<file path="config.mk">
export PLATFORM = sky130hd
export DESIGN_NAME = fetch_queue_unit
export DESIGN_NICKNAME = d
export VERILOG_FILES = /design/src/rtl/fetch_queue_unit.sv
export SDC_FILE = /design/constraint.sdc
export NUM_CORES = 1
export LEC_CHECK = 0
export BUFFER_PORTS_ARGS = -buffer_cell sky130_fd_sc_hd__buf_2
export CORE_MARGIN = 8
export CORE_UTILIZATION = 42
export DETAILED_ROUTE_END_ITERATION = 10
export PLACE_DENSITY_LB_ADDON = 0.2
export SETUP_SLACK_MARGIN = 0.5
export SLEW_MARGIN = 20
export SYNTH_ARGS = -nofsm -noshare
export SYNTH_HDL_FRONTEND = slang
export SYNTH_SLANG_ARGS = --single-unit
</file>
<file path="constraint.sdc">
create_clock -name clk -period 3.1 [get_ports clk]
set_clock_uncertainty 0.15 [all_clocks]
set_input_delay 0.155 -clock clk [delete_from_list [all_inputs] [get_ports clk]]
set_output_delay 0.155 -clock clk [all_outputs]
set_load 0.05 [all_outputs]
</file>
<file path="src/rtl/fetch_queue_unit.sv">
// ---------------------------------------------------------------------------
// fetch_queue_unit
//
// Instruction-fetch stage with a prefetch queue sitting between a synchronous
// instruction RAM and the IF/ID boundary. The unit owns the PC. It issues at
// most one word fetch per cycle and buffers the returned words in a small
// FIFO. Decode takes each instruction through a valid/ready handshake as the
// pair {instr, pc+4}. A redirect from ID (taken branch or jump) flushes the
// queue and discards any fetch that is still in flight.
//
// Parameters
//   XLEN      data/address width in bits
//   DEPTH     queue entries (power of two, >= 2)
//   RESET_PC  byte PC loaded on reset (word aligned)
//
// Ports
//   clk             in   rising-edge clock
//   rst             in   synchronous reset, active high
//   imem_req        out  fetch request this cycle
//   imem_addr       out  word address (pc >> 2) of the request
//   imem_rdata      in   instruction word, valid exactly 1 cycle after imem_req
//   redirect_valid  in   ID resolved a taken branch/jump this cycle
//   redirect_pc     in   new byte PC (word aligned)
//   out_valid       out  queue head holds a valid instruction
//   out_ready       in   decode accepts the head (low = hazard stall)
//   out_instr       out  head instruction word (0 when the queue is empty)
//   out_pc4         out  head PC + 4 (0 when the queue is empty)
//   queue_count     out  occupied entries (debug/perf)
//
// Handshake: a transfer happens on a rising edge where out_valid && out_ready
// are both high. While out_valid is high and out_ready is low, the head entry
// and therefore out_* stay unchanged. out_valid does not depend on out_ready.
// ---------------------------------------------------------------------------
module fetch_queue_unit #(
  parameter int              XLEN     = 32,
  parameter int              DEPTH    = 4,
  parameter logic [XLEN-1:0] RESET_PC = '0
) (
  input  logic                       clk,
  input  logic                       rst,
  output logic                       imem_req,
  output logic [XLEN-1:0]            imem_addr,
  input  logic [XLEN-1:0]            imem_rdata,
  input  logic                       redirect_valid,
  input  logic [XLEN-1:0]            redirect_pc,
  output logic                       out_valid,
  input  logic                       out_ready,
  output logic [XLEN-1:0]            out_instr,
  output logic [XLEN-1:0]            out_pc4,
  output logic [$clog2(DEPTH):0]     queue_count
);

  localparam int PTR_W = $clog2(DEPTH);
  localparam int CNT_W = PTR_W + 1;

  // Architectural state
  logic [XLEN-1:0]  r_pc;
  logic             r_inflight;      // a fetch was issued last cycle
  logic [XLEN-1:0]  r_inflight_pc4;  // PC+4 of that fetch
  logic [CNT_W-1:0] r_count;
  logic [PTR_W-1:0] r_wr_ptr;
  logic [PTR_W-1:0] r_rd_ptr;

  // Queue storage. It has no reset because out_* are gated by out_valid.
  logic [XLEN-1:0]  r_q_instr [DEPTH];
  logic [XLEN-1:0]  r_q_pc4   [DEPTH];

  logic             w_out_valid;
  logic             w_deq;
  logic             w_enq;
  logic             w_issue;
  logic [CNT_W:0]   w_occupancy;
  logic [XLEN-1:0]  w_pc_plus4;

  assign w_out_valid = (r_count != '0);
  assign w_deq       = w_out_valid && out_ready;

  // The response to last cycle's fetch arrives now. A redirect or reset in
  // this same cycle kills it, so it is never written into the queue.
  assign w_enq = r_inflight && !redirect_valid && !rst;

  // Occupancy counts queued entries plus the one response that may be in
  // flight. A dequeue this cycle frees one slot for the issue decision. A
  // dequeue requires r_count >= 1, so the subtraction cannot underflow.
  assign w_occupancy = {1'b0, r_count}
                     + (CNT_W + 1)'(r_inflight)
                     - (CNT_W + 1)'(w_deq);

  // This rule reserves a slot for every fetch before it is issued. The
  // enqueue path therefore never has to drop a word or stall the RAM.
  assign w_issue = !rst && !redirect_valid
                && (w_occupancy < (CNT_W + 1)'(DEPTH));

  assign w_pc_plus4 = r_pc + XLEN'(4);

  assign imem_req    = w_issue;
  assign imem_addr   = r_pc >> 2;

  assign out_valid   = w_out_valid;
  assign out_instr   = w_out_valid ? r_q_instr[r_rd_ptr] : '0;
  assign out_pc4     = w_out_valid ? r_q_pc4[r_rd_ptr]   : '0;
  assign queue_count = r_count;

  // Control state: PC, in-flight tracking, pointers and count.
  always_ff @(posedge clk) begin
    if (rst) begin
      r_pc           <= RESET_PC;
      r_inflight     <= 1'b0;
      r_inflight_pc4 <= '0;
      r_count        <= '0;
      r_wr_ptr       <= '0;
      r_rd_ptr       <= '0;
    end else if (redirect_valid) begin
      // A redirect discards all older state. A dequeue that completes in
      // this cycle has already handed its entry to decode, and decode drops
      // it, so the flush overrides pointer advance.
      r_pc           <= redirect_pc;
      r_inflight     <= 1'b0;
      r_inflight_pc4 <= '0;
      r_count        <= '0;
      r_wr_ptr       <= '0;
      r_rd_ptr       <= '0;
    end else begin
      r_inflight <= w_issue;
      if (w_issue) begin
        r_pc           <= w_pc_plus4;
        r_inflight_pc4 <= w_pc_plus4;
      end
      if (w_enq) begin
        r_wr_ptr <= r_wr_ptr + PTR_W'(1);
      end
      if (w_deq) begin
        r_rd_ptr <= r_rd_ptr + PTR_W'(1);
      end
      r_count <= r_count + CNT_W'(w_enq) - CNT_W'(w_deq);
    end
  end

  // Data path: write the returned word and its PC+4 at the tail.
  always_ff @(posedge clk) begin
    if (w_enq) begin
      r_q_instr[r_wr_ptr] <= imem_rdata;
      r_q_pc4[r_wr_ptr]   <= r_inflight_pc4;
    end
  end

  // Structural invariants
  a_count_bound : assert property (@(posedge clk) disable iff (rst)
    r_count <= CNT_W'(DEPTH));

  a_no_overflow : assert property (@(posedge clk) disable iff (rst)
    !(w_enq && !w_deq && (r_count == CNT_W'(DEPTH))));

  a_redirect_aligned : assert property (@(posedge clk) disable iff (rst)
    redirect_valid |-> (redirect_pc[1:0] == 2'b00));

endmodule

</file>
# Word level (Yosys, flattened, before mapping)
# Memory sizes are Yosys's and may differ from the RTL's. A register that Yosys moved wholly into a read port is not among the register bits.
# Index checks and enable logic that the tools add are counted.
# op_classes
n_addsub,7
magnitude_cmp,1
muxes,10
reduce_logical,10
# op_table
cell,n
$mux W32,4
$add A32 B3 Y32 const B,1
$mux W2,4
$logic_and A1 B1 Y1,5
$add A2 B1 Y2 const B,2
$add A3 B1 Y4,1
$lt A4 B3 Y1 const B,1
$sub A4 B1 Y4,1
$add A3 B1 Y3,1
$reduce_bool A3 Y1,1
$sub A3 B1 Y3,1
$logic_not A1 Y1,2
$mux W1,2
$reduce_bool A2 Y1,1
$reduce_or A2 Y1,1
# word_totals
regBits,72
ram_bits,256
in_bits,68
n_memories,2
# mem_list
memory,depth,width,rd,rd_clocked_by_memory_dff,write_ports,line_no,rtl
r_q_instr,4,32,1,1,1,65,logic [XLEN-1:0] r_q_instr [DEPTH];
r_q_pc4,4,32,1,1,1,66,logic [XLEN-1:0] r_q_pc4 [DEPTH];

# Logic depth before layout (Yosys ltp)
# Gate-level depths: netlist of the first run.
# logic_depth
depth_word,7
depth_mapped,11
ltp_nobuf,9

# Worst setup path before layout of the first run
# No wires, ideal clock.
# synth_timing
kind,flip-flop to flip-flop
startpoint,"register r_count[1], in the netlist queue_count[1]"
endpoint,register r_pc[12]
t_arrival_ns,3.407
required_time_ns,2.888
path_slack_ns,-0.519
path_stages_with_launch,11
n_path_buf,1
synth_period_minus_slack_ns,3.619
path_cell_list,dfxtp_1 -> or3_1 -> nand2_1 -> or2_2 -> ha_1 -> nand2_1 -> o41a_4 -> and2_4 -> buf_6 -> nor2_1 -> a221o_1
# synth_via
elab_chain_len,6
word_cells_on_any_way,7
classes_between,add/sub (2); order compare (1); reduce/logical (4)
# synth_rtl
element,line_no,rtl
start: declaration,60,logic [CNT_W-1:0] r_count;
start signal: assignment,135,r_count <= r_count + CNT_W'(w_enq) - CNT_W'(w_deq);
"parallel branches: the longest is 2 deep, another holds $add A3 B1 Y4",--,
$sub A4 B1 Y4 *,87,- (CNT_W + 1)'(w_deq);
$lt A4 B3 Y1 *,92,&& (w_occupancy < (CNT_W + 1)'(DEPTH));
$logic_and A1 B1 Y1 *,92,
via imem_req,41,"output logic imem_req,"
$reduce_bool A2 Y1 (no source line) *,--,
end signal: assignment,117,r_pc <= redirect_pc;
end signal: assignment,126,r_pc <= w_pc_plus4;
end: declaration,57,logic [XLEN-1:0] r_pc;
# Mark *: on every way through the listed nets, which the timed path passes.
# A chain may end at the register's enable or synchronous reset.

# Final worst setup path of the first run
# layout_timing
startpoint,"register r_count[2], in the netlist queue_count[2]"
endpoint,output imem_req
# layout_via
elab_chain_len,5
word_cells_on_any_way,6
classes_between,add/sub (2); order compare (1); reduce/logical (3)
# layout_rtl
element,line_no
"parallel branches: the longest is 2 deep, another holds $add A3 B1 Y4",--
$sub A4 B1 Y4 *,87
$lt A4 B3 Y1 *,92
$logic_and A1 B1 Y1 *,92
end: declaration,41
# Every way passes the cells marked *.

==> run_results.csv, run 1 <==
group,metric,value,unit
worst_setup_path,worstSetupEndpointType,"primary output",
placed_design,dp_hpwl,20300,um
worst_setup_path,cp_data_arrival_time,2.48,ns
worst_setup_path,criticalPathCategory,"reg2out",
route,wl_per_cell,20.1,um
global_routing,grt_overflow,0,
cells_and_area,final_net_count,1202,
global_routing,met1_usage,21.9,%
power,power_density,576,mW/mm^2
placed_design,io_buffers,166,
route,viasPerCell,5.11,
floorplan,ios,169,
worst_setup_path,startpoint_type,"flip-flop",
run,max_cap_violations,0,
cts,cts_buffer_depth,3,
global_routing,track_usage,16.4,%
timing,fmax,359,MHz
yosys,synthCells,883,
yosys,post-synth-top-area-fraction,55.4,%
cells_and_area,fillCellCount,2754,
timing,timing.final.max_slew_violations,0,
cells_and_area,drive_gt1_share,34.6,%
global_routing,met3_usage,3.99,%
cells_and_area,antenna_cells,0,
yosys,synthXorXnorAreaFrac,3.14,%
cells_and_area,synthToLayoutAreaGrowth,25.2,%
route,ant_nets,0,
global_routing,grt_pass1_vias,8651,
floorplan,row_count,66,
route,drt-pass1-iter-count,4,
timing,rsz0062_at_grt,"true",
yosys,synth_warnings,0,
outcome,outcome,"finished, final reports clean",
cts,numCtsBuffers,37,
cts,cts_num_sinks,330,
cts,clkTransAtPathRegs,0.06,ns
hold_path,holdCritPathClass,"in2reg",
cts,cts_tree,"built",
placed_design,place_congestion,0.797,
yosys,async_reset_ff_share,0,%
route,vias,8148,
floorplan,die_h,198,um
worst_setup_path,crit_required,2.79,ns
global_routing,use_met2,26.9,%
yosys,syn_avg_cell_area,15.7,um^2
timing,min_period,2.79,ns
yosys,yosys.area_share.simple,7.86,%
yosys,synth_compound_area_share,6.78,%
yosys,syn_area,0.0139,mm^2
worst_setup_path,crit_fanout,2,
yosys,synthMuxAreaShare,10.6,%
timing,tightest_slew,0.704,ns
cts,root_buffer,"clkbuf_16",
global_routing,grt_pass1_wl,50400,um
yosys,synth.yosys.seq_area_share,66.0,%
yosys,synth_edf_count,256,
global_routing,antenna_found_initial,0,
timing,hold_viol,0,
route,drt_wl_total,32000,um
timing,max-slew-margin-rel,52.9,%
floorplan,dieArea,0.0391,mm^2
cells_and_area,final_cells,1594,
yosys,ys_ff_latch,330,
timing,worst_hold_slack,0.0530,ns
floorplan,core,0.0325,mm^2
route,drcViolationCount,0,
timing,tns,0,ns
yosys,synthAdderAreaFrac,0.865,%
timing,finalSetupViolations,0,
yosys,yosys.area.top_type,"edfxtp_1",
power,ir_worst_vdd,0.314,mV
floorplan,dieWidth,198,um
yosys,synth_top_family_by_area,"multiplexers",
timing,finalCritPeriodShare,90.0,%
cts,clkLatencyLatePin,0.51,ns
placed_design,place_inst,1436,
yosys,synth_ff_type,"edfxtp_1",
placed_design,dpl_worst_slack,0.205,ns
global_routing,grt_max_degree,67,
floorplan,start_util,42.7,%
timing,fin_ws,0.311,ns
global_routing,grt_busiest_layer,"met2",
yosys,yosysMostFrequentCell,"edfxtp_1",
yosys,ys_top_cells_by_count,"edfxtp_1 (256), dfxtp_1 (74), and2_1 (66), mux4_2 (64), nor2_1 (48)",
yosys,synth_area_leaders,"edfxtp_1 (55%), dfxtp_1 (11%), mux4_2 (10%), and2_1 (3.0%), xnor2_1 (2.2%)",
cts,cts_max_level,2,
route,drtIter0Drc,453,
power,leakagePower,0.00615,uW
yosys,ys_types,62,
[worst paths after layout]
| kind | from | endpoint | slack (ns) | cells past startpoint |
|---|---|---|---|---|
| worst max-delay path | queue_count[2] | imem_req | 0.31 | 9 |
| worst min-delay path | rst | r_pc[0] | 0.05 | 3 |
| worst max register to register | queue_count[2] | r_pc[24] | 0.32 | 11 |
| worst min register to register | r_pc[0] | r_inflight_pc4[0] | 0.32 | 2 |
[kinds of logic after synthesis]
group                      Yosys count
muxes                               67
DFF                                330
buffers and inverters              109
and+or+nand+nor                    191
other                                1
adders and majority gates            9
xor gates and xnor gates            49
AOI/OAI and AO/OA                  127
[cells in the final DEF, fill, tap and decap left out, drive strengths merged, types with 5 or more instances in the layout]
cell type and count:
a211oi 25, a21oi 38, a221oi 9, and2 69, and4 6, buf 217
clkbuf 47, clkinv 14, dfxtp 74, dlygate4sd3 69, edfxtp 256, ha 8
inv 22, mux4 64, nand2 22, nand3 12, nand4 8, nor2 48
nor3 5, nor4 5, o21ai 30, o21bai 10, xnor2 36, xor2 13
[worst max-delay path: stages (launching register included)]
cell,delay [ns]
dfxtp_4,0.34
or3_4,0.40
nand2_4,0.07
or2_4,0.12
ha_4,0.13
nand2_4,0.04
o41a_4,0.44
and2_4,0.18
nor2_4,0.11
buf_8,0.16
[power by group]
| group | switching (uW) | internal (uW) |
|---|---|---|
| logic | 599 | 368 |
| registers | 93.9 | 4850 |
| clock network | 1660 | 2450 |
[area by class of cell]
cell class | count | area (um^2) | area share, %
Sequential cell | 330 | 9190 | 52.9
Multi-Input combinational cell | 446 | 4260 | 24.5
Timing Repair Buffer | 289 | 2160 | 12.4
Clock buffer | 46 | 960 | 5.52
Tap cell | 442 | 553 | 3.18
Clock inverter | 20 | 179 | 1.03
Inverter | 21 | 78.8 | 0.453
[flip-flops by register name, summed over array words and instances (netlist names), named ones only]
signal	count
queue_count	3
r_inflight	1
r_inflight_pc4	32
r_pc	32
r_q_instr	128
r_q_pc4	128
r_rd_ptr	2
r_wr_ptr	2
[layer usage]
layer,vias up,routed length (um),share of wire (%)
li1,3823,-,-
met1,4084,14400,45
met2,208,15200,47
met3,33,2010,6.3
met4,0,428,1.3
met5,-,0,0
[timing repair]
item                                    CTS  global route
hold buffers                             69             0
resized for setup                         8            21
hold endpoints to repair                164             0
endpoints found under the setup margin  105            50
cloned                                    3             1
setup buffers                             9            10
pin swaps                                 9            12
[per-stage QoR]
| stage | total power, uW | area (um^2) | utilization, % |
|---|---|---|---|
| final | 10000 | 17400 | 53.4 |
| after detailed placement | 5850 | 15200 | 46.6 |
| after global placement | 5840 | 15200 | 46.6 |
| after CTS | 10100 | 17200 | 52.9 |
| after floorplan | 5630 | 14000 | - |
| after global routing | 10400 | 17400 | 53.4 |
Power figures use the tool's default switching activity.
==> inputs of run 2 (changes only) <==
Settings changed: CORE_MARGIN 8 to 4, CORE_UTILIZATION 42 to 56, PLACE_DENSITY_LB_ADDON 0.2 to 0.15.
==> run_results.csv, run 2 (synthesis gave the netlist of run 1 again) <==
group,metric,value,unit
outcome,outcome,"finished, final reports clean",
timing,finalSetupViolations,0,
run,max_cap_violations,0,
route,drtIter0Drc,612,
power,power_density,575,mW/mm^2
placed_design,place_area,0.0150,mm^2
timing,timing.final.max_slew_violations,0,
worst_setup_path,rr_worst_depth,11,
cells_and_area,synthToLayoutAreaGrowth,22.6,%
cts,cts_max_level,2,
worst_setup_path,crit_start,"queue_count[2]",
timing,finalCritPeriodShare,89.8,%
power,total_power,9780,uW
cts,clkLatencyLatePin,0.50,ns
worst_setup_path,reg2reg_slack,0.33,ns
cts,cts_tree,"built",
route,ant_nets,0,
worst_setup_path,cp_data_arrival_time,2.48,ns
cts,cts_num_sinks,330,
worst_setup_path,crit_fanout,3,
cells_and_area,mostFrequentLayoutCell,"edfxtp_1",
global_routing,grt_pass1_vias,8079,
global_routing,grt_pass1_wl,45100,um
global_routing,track_usage,21.3,%
route,viasPerCell,5.59,
worst_setup_path,crit_required,2.79,ns
cells_and_area,drive_gt1_share,33.9,%
cts,clkTransAtPathRegs,0.06,ns
global_routing,antenna_found_initial,0,
cells_and_area,top_regs,"r_q_instr: 128 flops, r_q_pc4: 128 flops",
worst_setup_path,timing.rr.end,"r_pc[29]",
cts,root_buffer,"clkbuf_16",
route,wl_per_cell,19.9,um
cells_and_area,antenna_cells,0,
placed_design,dp_hpwl,17500,um
floorplan,core,0.0244,mm^2
power,ir_worst_vdd,0.399,mV
timing,hold_viol,0,
cts,cts_buffer_depth,3,
route,drt_wl_total,29000,um
worst_setup_path,startpoint_type,"flip-flop",
worst_setup_path,timing.rr.start,"queue_count[2]",
worst_setup_path,crit_end,"imem_req",
placed_design,io_buffers,166,
cells_and_area,fillCellCount,1649,
timing,max-slew-margin-rel,56.3,%
floorplan,row_count,57,
floorplan,ios,169,
cells_and_area,fin_area,0.0170,mm^2
worst_setup_path,crit_chain,"or3_4 > nand2_4 > or2_4 > ha_4 > nand2_4 > o41a_4 > and2_4 > nor2_4 > buf_8",
floorplan,dieWidth,165,um
worst_setup_path,worstSetupEndpointType,"primary output",
route,vias,8154,
timing,fmax,359,MHz
floorplan,die_h,165,um
route,drcViolationCount,0,
cells_and_area,final_cell_mix,"edfxtp_1 (256), buf_2 (165), dfxtp_1 (69)",
worst_setup_path,cpMaxStageDelayCell,"o41a_4",
route,drt-pass1-iter-count,5,
timing,tns,0,ns
timing,min_period,2.78,ns
cts,numCtsBuffers,35,
cells_and_area,final_cells,1459,
global_routing,grt_max_degree,67,
worst_setup_path,slowest_delay,0.44,ns
hold_path,holdCritPathClass,"in2reg",
power,leakagePower,0.00605,uW
worst_setup_path,criticalPathCategory,"reg2out",
timing,tightest_slew,0.655,ns
placed_design,place_inst,1311,
placed_design,place_congestion,0.843,
floorplan,start_util,56.9,%
floorplan,dieArea,0.0274,mm^2
global_routing,grt_overflow,0,
worst_setup_path,cpMostUsedCell,"nand2_4",
cells_and_area,final_net_count,1186,
timing,rsz0062_at_grt,"true",
[run 2: stage by stage]
stage	setup slack [ns]	utilization, %	hold slack (ns)
after global placement	0.243	61.4	0.221
after floorplan	0.329	-	0.104
after global routing	0.234	69.8	0.0313
after detailed placement	0.219	61.4	0.216
final	0.315	69.8	0.0414
after CTS	0.293	69.3	0.00228
[run 2: repair_timing]
action | 4_1_cts | 5_1_grt
setup endpoints to repair | 97 | 105
gates cloned | 2 | 1
resized for setup | 5 | 14
buffers inserted | 10 | 6
hold buffers | 66 | 0
pin swaps | 8 | 6
hold endpoints to repair | 164 | 0
[run 2: layout make-up]
cell class	count	area, um^2	share of cell area [%]
Clock buffer	45	977	5.74
Sequential cell	330	9190	53.9
Tap cell	324	405	2.38
Timing Repair Buffer	275	2030	11.9
Clock inverter	18	126	0.742
Multi-Input combinational cell	446	4230	24.8
Inverter	21	78.8	0.463
[run 2: report_power, final]
group	internal, uW	switching, uW	leakage [uW]
clock	2320	1610	0.000531
combinational	335	573	0.00259
sequential	4850	102	0.00292
total	7500	2280	0.00605
[run 2: worst min-delay path by stage]
stage / from / endpoint / cells after the start
floorplan: imem_rdata[0] / r_q_instr[0][0] / 0
global placement: redirect_pc[2] / r_pc[2] / 3
detailed placement: redirect_pc[2] / r_pc[2] / 3
CTS: rst / r_pc[0] / 3
global route: rst / r_pc[0] / 3
finish: rst / r_pc[0] / 3
[run 2: per-layer routing]
metal	part of all wire [%]	track usage [%]
met4	1.3	4.80
met1	44	30.6
met2	49	34.7
met5	0	0
met3	6.0	3.87
[run 2: worst max-delay path, delay by kind of cell, from the launching register on]
family / cells / cell delay [ns]
compound gates: 1 / 0.44
fa+ha+maj: 1 / 0.13
buf+inv: 1 / 0.16
flops: 1 / 0.34
simple gates: 6 / 0.91
==> inputs of run 3 (changes only) <==
Settings changed: BUFFER_PORTS_ARGS -buffer_cell sky130_fd_sc_hd__buf_2 to -buffer_cell sky130_fd_sc_hd__clkbuf_2, CORE_MARGIN 4 to default.
==> run_results.csv, run 3 (synthesis gave the netlist of run 1 again) <==
group,metric,value,unit
route,drt_wl_total,28400,um
cts,cts_tree,"built",
global_routing,grt_overflow,0,
floorplan,start_util,57.1,%
worst_setup_path,worstSetupEndpointType,"primary output",
cts,clkLatencyLatePin,0.50,ns
timing,min_period,2.80,ns
timing,max-slew-margin-rel,54.9,%
cells_and_area,final_net_count,1179,
floorplan,dieArea,0.0254,mm^2
placed_design,dp_hpwl,17200,um
worst_setup_path,cp_num_buf_inv,1,
cells_and_area,synthToLayoutAreaGrowth,21.8,%
worst_setup_path,crit_chain,"or3_4 > nand2_4 > or2_4 > ha_4 > nand2_4 > o41a_4 > and2_4 > nor2_4 > buf_12",
worst_setup_path,rr_worst_depth,11,
cts,clkTransAtPathRegs,0.06,ns
worst_setup_path,timing.rr.start,"queue_count[2]",
worst_setup_path,crit_start,"queue_count[2]",
hold_path,holdCritStartpoint,"out_ready",
run,max_cap_violations,0,
timing,finalCritPeriodShare,90.4,%
floorplan,row_count,57,
global_routing,grt_pass1_wl,44800,um
global_routing,grt_max_degree,67,
cts,root_buffer,"clkbuf_16",
timing,timing.final.max_slew_violations,0,
cts,cts_max_level,2,
global_routing,track_usage,22.8,%
floorplan,ios,169,
placed_design,place_congestion,0.845,
floorplan,die_h,159,um
cts,numCtsBuffers,34,
power,ir_worst_vdd,0.376,mV
worst_setup_path,cp_data_arrival_time,2.50,ns
worst_setup_path,cpMostUsedCell,"nand2_4",
power,leakagePower,0.00595,uW
worst_setup_path,crit_required,2.79,ns
cts,cts_buffer_depth,3,
power,power.switching,2250,uW
worst_setup_path,slowest_delay,0.45,ns
timing,fmax,357,MHz
cells_and_area,mostFrequentLayoutCell,"edfxtp_1",
hold_path,min_path_cells,4,
hold_path,hold_end,"r_rd_ptr[1]",
outcome,outcome,"finished, final reports clean",
floorplan,dieWidth,159,um
power,power_frac_clock,40.3,%
route,drt-pass1-iter-count,5,
worst_setup_path,reg2reg_slack,0.37,ns
timing,finalSetupViolations,0,
global_routing,antenna_found_initial,0,
power,sequentialPowerShare,50.5,%
power,switching_share,22.9,%
route,vias,8084,
cells_and_area,drive_gt1_share,33.2,%
timing,tns,0,ns
worst_setup_path,timing.rr.end,"r_pc[29]",
power,power_density,579,mW/mm^2
cells_and_area,antenna_cells,0,
timing,tightest_slew,0.676,ns
route,drtIter0Drc,453,
route,wl_per_cell,19.6,um
timing,rsz0062_at_grt,"true",
cts,cts_num_sinks,330,
timing,hold_viol,0,
worst_setup_path,criticalPathCategory,"reg2out",
cells_and_area,final_cells,1449,
cells_and_area,top_regs,"r_q_instr: 128 flops, r_q_pc4: 128 flops",
power,intPower,7550,uW
worst_setup_path,crit_fanout,3,
global_routing,grt_pass1_vias,8076,
worst_setup_path,startpoint_type,"flip-flop",
placed_design,io_buffers,166,
route,viasPerCell,5.58,
worst_setup_path,cpMaxStageDelayCell,"o41a_4",
cells_and_area,final_cell_mix,"edfxtp_1 (256), clkbuf_2 (165), dfxtp_1 (69)",
power,combPwrFrac,9.2,%
route,drcViolationCount,0,
placed_design,place_inst,1309,
hold_path,holdCritPathClass,"in2reg",
floorplan,core,0.0243,mm^2
route,ant_nets,0,
worst_setup_path,path_delay_family,"simple AND/OR/NAND/NOR gates",
run 3: layout make-up:
| class | instances | area [um^2] |
|---|---|---|
| flip-flops and latches | 330 | 9190 |
| clock buffers | 46 | 937 |
| fillers | 1586 | 7410 |
| multi-input cells | 446 | 4210 |
| clock inverters | 13 | 148 |
| inverters | 21 | 78.8 |
| well taps | 324 | 405 |
| repair buffers | 269 | 1950 |
run 3: worst max path at each step:
stage / end / cells after the start
after floorplan: r_pc[4] / 10
after global placement: r_pc[29] / 9
after detailed placement: r_pc[28] / 10
after CTS: imem_req / 9
after global routing: imem_req / 9
final: imem_req / 9
run 3: worst reg2reg max path: cells and delay by family (launching register included):
family,cells,cell delay (ns)
AND/OR/NAND/NOR,6,1.14
AO/OA/AOI/OAI,2,0.64
flip-flops,1,0.34
buffers and inverters,2,0.27
adder cells (fa/ha/maj),1,0.13
run 3: per-layer routing:
layer / GRT usage (%) / up-vias / routed length [um]
met3: 3.80 / 39 / 1680
met5: 0 / - / 0
met2: 36.5 / 283 / 13500
met1: 32.7 / 4014 / 12600
met4: 6.25 / 0 / 516
li1: - / 3748 / -
run 3: power groups by stage:
stage          registers (uW)  logic, uW  clock network (uW)
6_report                 4950        903                3950
3_3_place_gp             5040        760                   0
5_1_grt                  4960        959                4190
4_1_cts                  4950        893                4020
3_5_place_dp             5040        771                   0
2_1_floorplan            5000        630                   0
run 3: timing repair:
action,in CTS,in global routing
gates cloned,3,0
endpoints found under the hold margin,160,0
setup buffers,9,3
hold buffers,66,0
gates resized for setup,2,8
pin swaps,7,4
endpoints found under the setup margin,101,51
run 3: through the flow:
step / worst slack, ns / hold WS, ns / cell area (um^2) / power [uW] / util [%]
global route: 0.246 / 0.0361 / 16900 / 10100 / 69.5
CTS: 0.268 / 0.00126 / 16800 / 9860 / 69.3
global placement: 0.251 / 0.215 / 15000 / 5800 / 61.5
finish: 0.298 / 0.0211 / 16900 / 9800 / 69.5
floorplan: 0.329 / 0.104 / 14000 / 5630 / -
detailed placement: 0.223 / 0.218 / 15000 / 5810 / 61.5
